**config.mk**
```make
export PLATFORM = sky130hd
export DESIGN_NAME = multicycle_ctrl_flat
export DESIGN_NICKNAME = d
export VERILOG_FILES = /design/src/rtl/multicycle_ctrl_if.sv /design/src/rtl/multicycle_ctrl.sv /design/src/flat_wrapper.sv
export SDC_FILE = /design/constraint.sdc
export NUM_CORES = 1
export LEC_CHECK = 0
export ABC_AREA = 1
export BUFFER_PORTS_ARGS = -buffer_cell sky130_fd_sc_hd__buf_2
export CORE_AREA = 8 8 67 69
export DETAILED_ROUTE_END_ITERATION = 6
export DIE_AREA = 0 0 75 77
export PLACE_DENSITY = 0.73
export REMOVE_ABC_BUFFERS = 1
export SKIP_CTS_REPAIR_TIMING = 1
export SYNTH_ARGS = -nofsm -noshare
export SYNTH_HDL_FRONTEND = slang
export SYNTH_SLANG_ARGS = --single-unit
```
**constraint.sdc**
```tcl
create_clock -name clk -period 1.3 [get_ports clk]
set_input_delay 0.065 -clock clk [delete_from_list [all_inputs] [get_ports clk]]
set_output_delay 0.065 -clock clk [all_outputs]
set_load 0.01 [all_outputs]
```
**src/rtl/multicycle_ctrl_if.sv**
```systemverilog
// rtl/multicycle_ctrl_if.sv - controller/datapath interface for the multicycle controller
interface multicycle_ctrl_if #(
    parameter int CNT_W = 16
);
    logic [1:0]       op;
    logic [5:0]       funct;
    logic             memReady;
    logic             pcWrite;
    logic             irWrite;
    logic             adrSrc;
    logic             aluSrcA;
    logic [1:0]       aluSrcB;
    logic [1:0]       resultSrc;
    logic [1:0]       immSrc;
    logic [2:0]       aluControl;
    logic             flagUpdate;
    logic             PCS;
    logic             regW;
    logic             memWriteSrc;
    logic             halted;
    logic [CNT_W-1:0] instrCount;

    modport master (
        input  op, funct, memReady,
        output pcWrite, irWrite, adrSrc, aluSrcA, aluSrcB, resultSrc, immSrc,
               aluControl, flagUpdate, PCS, regW, memWriteSrc, halted, instrCount
    );

    modport slave (
        output op, funct, memReady,
        input  pcWrite, irWrite, adrSrc, aluSrcA, aluSrcB, resultSrc, immSrc,
               aluControl, flagUpdate, PCS, regW, memWriteSrc, halted, instrCount
    );
endinterface

```
**src/rtl/multicycle_ctrl.sv**
```systemverilog
// rtl/multicycle_ctrl.sv - multicycle main controller FSM with retired-instruction counter
module multicycle_ctrl #(
    parameter int CNT_W = 16
) (
    input  logic                 clk,
    input  logic                 reset,
    multicycle_ctrl_if.master    bus
);
    typedef enum logic [3:0] {
        S_FETCH    = 4'd0,
        S_DECODE   = 4'd1,
        S_EXECUTER = 4'd2,
        S_EXECUTEI = 4'd3,
        S_ALUWB    = 4'd4,
        S_MEMADR   = 4'd5,
        S_MEMREAD  = 4'd6,
        S_MEMWB    = 4'd7,
        S_MEMWRITE = 4'd8,
        S_BRANCH   = 4'd9,
        S_HALT     = 4'd10
    } state_t;

    state_t           r_state;
    state_t           w_state;
    state_t           w_next;
    logic [CNT_W-1:0] r_count;
    logic             w_retire;
    logic [2:0]       w_alu_op;
    logic             w_cmd_wr;
    logic [3:0]       w_cmd;

    // Decoding from FETCH while reset is high keeps every request quiet during reset.
    assign w_state = reset ? S_FETCH : r_state;
    assign w_cmd   = bus.funct[4:1];

    always_comb begin
        w_alu_op = 3'b000;
        w_cmd_wr = 1'b0;
        case (w_cmd)
            4'b0100: begin w_alu_op = 3'b000; w_cmd_wr = 1'b1; end
            4'b0010: begin w_alu_op = 3'b001; w_cmd_wr = 1'b1; end
            4'b1010: begin w_alu_op = 3'b001; w_cmd_wr = 1'b0; end
            4'b0000: begin w_alu_op = 3'b010; w_cmd_wr = 1'b1; end
            4'b1100: begin w_alu_op = 3'b011; w_cmd_wr = 1'b1; end
            default: begin w_alu_op = 3'b000; w_cmd_wr = 1'b0; end
        endcase
    end

    always_comb begin
        w_next          = w_state;
        w_retire        = 1'b0;
        bus.pcWrite     = 1'b0;
        bus.irWrite     = 1'b0;
        bus.adrSrc      = 1'b0;
        bus.aluSrcA     = 1'b1;
        bus.aluSrcB     = 2'b10;
        bus.resultSrc   = 2'b10;
        bus.immSrc      = 2'b00;
        bus.aluControl  = 3'b000;
        bus.flagUpdate  = 1'b0;
        bus.PCS         = 1'b0;
        bus.regW        = 1'b0;
        bus.memWriteSrc = 1'b0;
        bus.halted      = 1'b0;
        case (w_state)
            S_FETCH: begin
                if (bus.memReady) begin
                    bus.irWrite = 1'b1;
                    bus.pcWrite = 1'b1;
                    w_next      = S_DECODE;
                end
            end
            S_DECODE: begin
                bus.immSrc = (bus.op == 2'b11) ? 2'b00 : bus.op;
                case (bus.op)
                    2'b00:   w_next = bus.funct[5] ? S_EXECUTEI : S_EXECUTER;
                    2'b01:   w_next = S_MEMADR;
                    2'b10:   w_next = S_BRANCH;
                    default: w_next = S_HALT;
                endcase
            end
            S_EXECUTER: begin
                bus.aluSrcA    = 1'b0;
                bus.aluSrcB    = 2'b00;
                bus.aluControl = w_alu_op;
                bus.flagUpdate = bus.funct[0];
                w_next         = S_ALUWB;
            end
            S_EXECUTEI: begin
                bus.aluSrcA    = 1'b0;
                bus.aluSrcB    = 2'b01;
                bus.immSrc     = 2'b00;
                bus.aluControl = w_alu_op;
                bus.flagUpdate = bus.funct[0];
                w_next         = S_ALUWB;
            end
            S_ALUWB: begin
                bus.resultSrc = 2'b00;
                bus.regW      = w_cmd_wr;
                w_next        = S_FETCH;
                w_retire      = 1'b1;
            end
            S_MEMADR: begin
                bus.aluSrcA = 1'b0;
                bus.aluSrcB = 2'b01;
                bus.immSrc  = 2'b01;
                w_next      = bus.funct[0] ? S_MEMREAD : S_MEMWRITE;
            end
            S_MEMREAD: begin
                bus.adrSrc = 1'b1;
                if (bus.memReady) w_next = S_MEMWB;
            end
            S_MEMWB: begin
                bus.resultSrc = 2'b01;
                bus.regW      = 1'b1;
                w_next        = S_FETCH;
                w_retire      = 1'b1;
            end
            S_MEMWRITE: begin
                bus.adrSrc      = 1'b1;
                bus.memWriteSrc = 1'b1;
                if (bus.memReady) begin
                    w_next   = S_FETCH;
                    w_retire = 1'b1;
                end
            end
            S_BRANCH: begin
                bus.aluSrcB = 2'b01;
                bus.immSrc  = 2'b10;
                bus.PCS     = 1'b1;
                w_next      = S_FETCH;
                w_retire    = 1'b1;
            end
            S_HALT: begin
                bus.halted = 1'b1;
            end
            default: w_next = S_FETCH;
        endcase
    end

    always_ff @(posedge clk) begin
        if (reset) begin
            r_state <= S_FETCH;
            r_count <= '0;
        end else begin
            r_state <= w_next;
            if (w_retire) r_count <= r_count + 1'b1;
        end
    end

    assign bus.instrCount = r_count;
endmodule

```
**src/flat_wrapper.sv**
```systemverilog
// flat-port wrapper written by rule: the top's interface ports become plain ports
module multicycle_ctrl_flat 
#(
    parameter int CNT_W = 16
)
  (clk, reset, bus_op, bus_funct, bus_memReady, bus_pcWrite, bus_irWrite, bus_adrSrc, bus_aluSrcA, bus_aluSrcB, bus_resultSrc, bus_immSrc, bus_aluControl, bus_flagUpdate, bus_PCS, bus_regW, bus_memWriteSrc, bus_halted, bus_instrCount);
  multicycle_ctrl_if #(.CNT_W(CNT_W)) bus_i ();
  input  logic clk;
  input  logic reset;
  input wire logic [$bits(bus_i.op)-1:0] bus_op;
  input wire logic [$bits(bus_i.funct)-1:0] bus_funct;
  input wire logic [$bits(bus_i.memReady)-1:0] bus_memReady;
  output wire logic [$bits(bus_i.pcWrite)-1:0] bus_pcWrite;
  output wire logic [$bits(bus_i.irWrite)-1:0] bus_irWrite;
  output wire logic [$bits(bus_i.adrSrc)-1:0] bus_adrSrc;
  output wire logic [$bits(bus_i.aluSrcA)-1:0] bus_aluSrcA;
  output wire logic [$bits(bus_i.aluSrcB)-1:0] bus_aluSrcB;
  output wire logic [$bits(bus_i.resultSrc)-1:0] bus_resultSrc;
  output wire logic [$bits(bus_i.immSrc)-1:0] bus_immSrc;
  output wire logic [$bits(bus_i.aluControl)-1:0] bus_aluControl;
  output wire logic [$bits(bus_i.flagUpdate)-1:0] bus_flagUpdate;
  output wire logic [$bits(bus_i.PCS)-1:0] bus_PCS;
  output wire logic [$bits(bus_i.regW)-1:0] bus_regW;
  output wire logic [$bits(bus_i.memWriteSrc)-1:0] bus_memWriteSrc;
  output wire logic [$bits(bus_i.halted)-1:0] bus_halted;
  output wire logic [$bits(bus_i.instrCount)-1:0] bus_instrCount;
  assign bus_i.op = bus_op;
  assign bus_i.funct = bus_funct;
  assign bus_i.memReady = bus_memReady;
  assign bus_pcWrite = bus_i.pcWrite;
  assign bus_irWrite = bus_i.irWrite;
  assign bus_adrSrc = bus_i.adrSrc;
  assign bus_aluSrcA = bus_i.aluSrcA;
  assign bus_aluSrcB = bus_i.aluSrcB;
  assign bus_resultSrc = bus_i.resultSrc;
  assign bus_immSrc = bus_i.immSrc;
  assign bus_aluControl = bus_i.aluControl;
  assign bus_flagUpdate = bus_i.flagUpdate;
  assign bus_PCS = bus_i.PCS;
  assign bus_regW = bus_i.regW;
  assign bus_memWriteSrc = bus_i.memWriteSrc;
  assign bus_halted = bus_i.halted;
  assign bus_instrCount = bus_i.instrCount;
  multicycle_ctrl #(.CNT_W(CNT_W)) u_core (.clk(clk), .reset(reset), .bus(bus_i));
endmodule
```
---- Yosys cells after proc, flatten, opt, wreduce, memory -nomap -nowiden ----
Index checks and enable logic that the tools add are counted.
word-level totals
  register bits after elaboration ......... 20
  latch bits .............................. 0
  memory bits (writable) .................. 0
  memory bits (read-only) ................. 0
  bits of input ports ..................... 11
  output and inout bits ................... 34
  logic and storage cells ................. 55
  memories ................................ 0
cells by class
  add/sub/neg operators ................... 1
  multiply operators ...................... 0
  divide/modulo/power cells ............... 0
  magnitude comparators ................... 0
  equal/unequal tests ..................... 17
  shifts and indexed selects .............. 0
  mux-type cells .......................... 25
  bitwise logic cells ..................... 0
  reductions and logical operators ........ 10
operator list
  kind                     count
  $pmux W4 S7              1
  $eq A4 B3 Y1 const B     5
  $eq A4 B4 Y1 const B     5
  $mux W4                  5
  $add A16 B1 Y16 const B  1
  $eq A4 B2 Y1 const B     3
  $pmux W2 S3              2
  $pmux W4 S3              1
  $mux W1                  10
  $reduce_or A3 Y1         3
  $logic_not A4 Y1         2
  $pmux W2 S2              2
  $reduce_or A2 Y1         3
  $eq A2 B2 Y1 const B     2
  $eq A4 B1 Y1 const B     1
  $mux W2                  2
  $pmux W1 S2              2
  $reduce_or A4 Y1         1
  $eq A2 B1 Y1 const B     1
  $logic_not A2 Y1         1

---- Longest topological paths before layout ----
  depth in word-level cells ............... 4
  mapped depth ............................ 10
  depth with buffers taken out ............ 9

---- Worst setup path before layout ----
No wires, ideal clock.
  path type ............................... flip-flop to flip-flop
  start point ............................. register u_core.r_count[0] (netlist: u_core.bus.instrCount[0])
  end point ............................... register u_core.r_count[8] (netlist: u_core.bus.instrCount[8])
  library setup time ...................... 143 ps
  arrival ................................. 1300 ps
  data required time ...................... 1157 ps
  path slack .............................. -143 ps
  cell stages (with the launch flop) ...... 8
  path buffers ............................ 0
  period minus slack after synthesis ...... 1443 ps
  path through ............................ dfxtp_1 ha_1 nand2_1 nor2_1 nand2_1 xnor2_1 nand2_1 a21oi_2
between the ends
  longest elaborated chain between the ends .. 1
RTL lines
  item                    line                    RTL
  from (decl)             multicycle_ctrl.sv:26   logic [CNT_W-1:0] r_count;
  from (signal assigned)  multicycle_ctrl.sv:147  if (w_retire) r_count <= r_count + 1'b1;
  $add A16 B1 Y16         multicycle_ctrl.sv:147
No other way between the ends.
A chain may end at the register's enable or synchronous reset.

---- Worst setup path in the final report ----
  start point ............................. register u_core.r_state[0]
  end point ............................... output port bus_pcWrite
between the ends
  longest elaborated chain between the ends .. 3
RTL lines
  item                    line                    RTL
  from (decl)             multicycle_ctrl.sv:23   state_t r_state;
  from (signal assigned)  multicycle_ctrl.sv:146  r_state <= w_next;
  $mux W4                 multicycle_ctrl.sv:33   assign w_state = reset ? S_FETCH : r_state;
  $logic_not A4 Y1        multicycle_ctrl.sv:65   case (w_state)
  $mux W1                 multicycle_ctrl.sv:65
  to (decl)               flat_wrapper.sv:13      output wire logic [$bits(bus_i.pcWrite)-1:0] bus_pcWrite;
No other way between the ends.

==> results.sh <==
export IMPL_cts_buffer_depth=2
export IMPL_synth_area_top_cells="dfxtp_1, nand2_1, nor2_1"
export IMPL_failed_checks="setup timing"
export IMPL_async_flop_share_pct=0
export IMPL_drtIter0Drc=139
export IMPL_core_mm2=0.00350
export IMPL_synthFlopType="dfxtp_1"
export IMPL_reg2reg_slack_ns=-0.17
export IMPL_syn2layout_area_growth_pct=55.7
export IMPL_synth_edf_count=0
export IMPL_min_path_cells=4
export IMPL_synth_top_area_share_pct=26.3
export IMPL_powerDensity_mw_per_mm2=503
export IMPL_synth_xor_area_share_pct=4.03
export IMPL_r2r_cells=7
export IMPL_crit_arrival_ns=1.49
export IMPL_finalPower_mw=1.19
export IMPL_min_from="bus_op[0]"
export IMPL_routabilityCongestion=0.890
export IMPL_antenna_left=0
export IMPL_r2r_start="u_core.r_state[3]$_SDFF_PP0_"
export IMPL_drive_gt1_share_pct=45.0
export IMPL_avgSynthCellArea_um2=6.48
export IMPL_fmax_mhz=644
export IMPL_final_max_slew_viol_count=0
export IMPL_cts_root_buf="clkbuf_4"
export IMPL_skew_ns=0.00836
export IMPL_critical_path_class="reg2out"
export IMPL_drc=0
export IMPL_drt_wirelength_per_cell_um=13.7
export IMPL_start_util_pct=43.6
export IMPL_finalNetCount=338
export IMPL_setup_ws_ns=-0.253
export IMPL_clock_latency_ns=0.32
export IMPL_worstReg2RegEnd="u_core.bus.instrCount[13]$_SDFFE_PP0P_"
export IMPL_final_core_util_pct=67.8
export IMPL_die_height_um=77
export IMPL_clkSlewWorstSetupHoldPaths_ns=0.13
export IMPL_hpwl_um=3330
export IMPL_drt_first_pass_iters=5
export IMPL_grt_setup_unrepaired="yes"
export IMPL_grt_pass1_wl_um=7570
export IMPL_synthAdderAreaFrac_pct=4.11
export IMPL_yosysWarningCount=0
export IMPL_fp_row_count=22
export IMPL_cts_sinks=20
export IMPL_yosys_area_top_type="dfxtp_1"
export IMPL_via_per_inst=5.20
export IMPL_ios=45
export IMPL_cts_buffers=3
export IMPL_synth_mux_area_share_pct=0
export IMPL_hold_viol_final=0
export IMPL_grt_antenna_before_repair=0
export IMPL_grt_usage_pct=15.7
export IMPL_via_count=1913
export IMPL_status="finished, violations left"
export IMPL_io_buffers=43
export IMPL_die_w_um=75
export IMPL_worstPathRequired_ns=1.24
export IMPL_min_path_type="in2reg"
export IMPL_grt_max_degree=18
export IMPL_worstSetupEndpointType="output pin"
export IMPL_dp_cells=354
export IMPL_dp_worst_setup_slack_ns=-0.0643
export IMPL_grt_overflow=0
export IMPL_holdWs_ns=0.156
export IMPL_max_cap_violations=0
export IMPL_grt_pass1_vias=1779
export IMPL_netlist_area_mm2=0.00152
export IMPL_synth_seq_cells=20
export IMPL_start_kind="flop"
export IMPL_tritoncts="built"
export IMPL_synthCells=235
export IMPL_ir_worst_vdd_uv=249
export IMPL_ys_types=29
export IMPL_synth_simple_area_share_pct=41.5
export IMPL_period_needed_ns=1.55
export IMPL_die_area_mm2=0.00578
export IMPL_hold_end="u_core.r_state[2]$_SDFF_PP0_"
export IMPL_htreeDepth=1
export IMPL_synth_top_family_by_area="simple AND/OR/NAND/NOR gates"
export IMPL_synth_compound_area_share_pct=12.9
export IMPL_worstPathMaxFanout=3
export IMPL_ys_seq_area_share_pct=26.3
export IMPL_fin_cells=368
export IMPL_finalSetupViolCount=34
export IMPL_drt_wl_total_um=5040
export IMPL_cellLeakagePower_nw=1.09
export IMPL_diodes=0
export IMPL_min_period_over_period_pct=119
[worst max path at each step]
stage                                                from                               endpoint  cells past startpoint
CTS                          u_core.r_state[2]$_SDFF_PP0_                      bus_aluControl[0]                      6
detailed placement           u_core.r_state[3]$_SDFF_PP0_  u_core.bus.instrCount[1]$_SDFFE_PP0P_                      8
finish                       u_core.r_state[0]$_SDFF_PP0_                            bus_pcWrite                      5
floorplan           u_core.bus.instrCount[0]$_SDFFE_PP0P_  u_core.bus.instrCount[8]$_SDFFE_PP0P_                      7
global route                 u_core.r_state[1]$_SDFF_PP0_                            bus_pcWrite                      5
global placement             u_core.r_state[3]$_SDFF_PP0_  u_core.bus.instrCount[1]$_SDFFE_PP0P_                      8
[worst max-delay path, stage by stage (launching register included)]
cell and delay (ns):
dfxtp_4 0.38, o21ai_1 0.28, buf_4 0.18, nand2_1 0.05, nor2_2 0.12, buf_2 0.15
[state kept, by name, indices dropped and copies added, names as in the netlist]
register               flops
u_core.bus.instrCount     16
u_core.r_state             4
[synth_stat cells (2+ instances only)]
library cell	count
nand2_1	59
nor2_1	36
inv_1	27
nand4_1	21
dfxtp_1	20
nand3_1	11
a21oi_2	10
a21oi_1	8
o21ai_0	7
ha_1	5
xor2_1	5
buf_4	3
o211ai_1	3
buf_2	2
buf_6	2
nand3_2	2
xnor2_1	2
[power breakdown]
group / switching (mW) / leakage (nW) / internal, mW
Sequential: 0.0141 / 0.164 / 0.619
Combinational: 0.134 / 0.914 / 0.0992
Clock: 0.218 / 0.0138 / 0.109
[layout by cell type (no fill, tap or decap), drive strengths merged]
master	n
a21oi	18
a31oi	1
and3	1
buf	87
clkbuf	3
conb	1
dfxtp	20
dlygate4sd3	1
ha	5
inv	28
nand2	60
nand3	16
nand4	21
nor2	38
nor3	2
o211ai	3
o21ai	8
xnor2	2
xor2	5
[logic make-up after synthesis]
kind of cell | after synthesis
and+or+nand+nor | 136
AOI/OAI and AO/OA | 30
other | 1
adders and majority gates | 5
buffers and inverters | 36
DFF | 20
xor gates and xnor gates | 7
[metrics by stage]
stage | cell area, um2 | setup TNS [ns]
after floorplan | 1460 | -0.812
after global placement | 2010 | -0.0170
after detailed placement | 2010 | -0.176
after CTS | 2030 | -5.38
after global routing | 2370 | -7.34
final | 2370 | -5.33
[per-layer routing]
metal | up-vias | track usage, % | wire length (um)
met2 | 82 | 27.4 | 2520
li1 | 948 | - | -
met4 | 0 | 4.51 | 76
met1 | 868 | 18.5 | 2050
met5 | - | 0 | 0
met3 | 15 | 2.99 | 389
[layout make-up]
type                            count  area [um2]
Inverter                           28         113
Multi-Input combinational cell    181        1110
Clock buffer                        3        22.5
Timing Repair Buffer               88         648
Sequential cell                    20         415
Fill cell                         288        1120
Tap cell                           48        60.1
No activity file was read; power rests on OpenSTA's default activity.
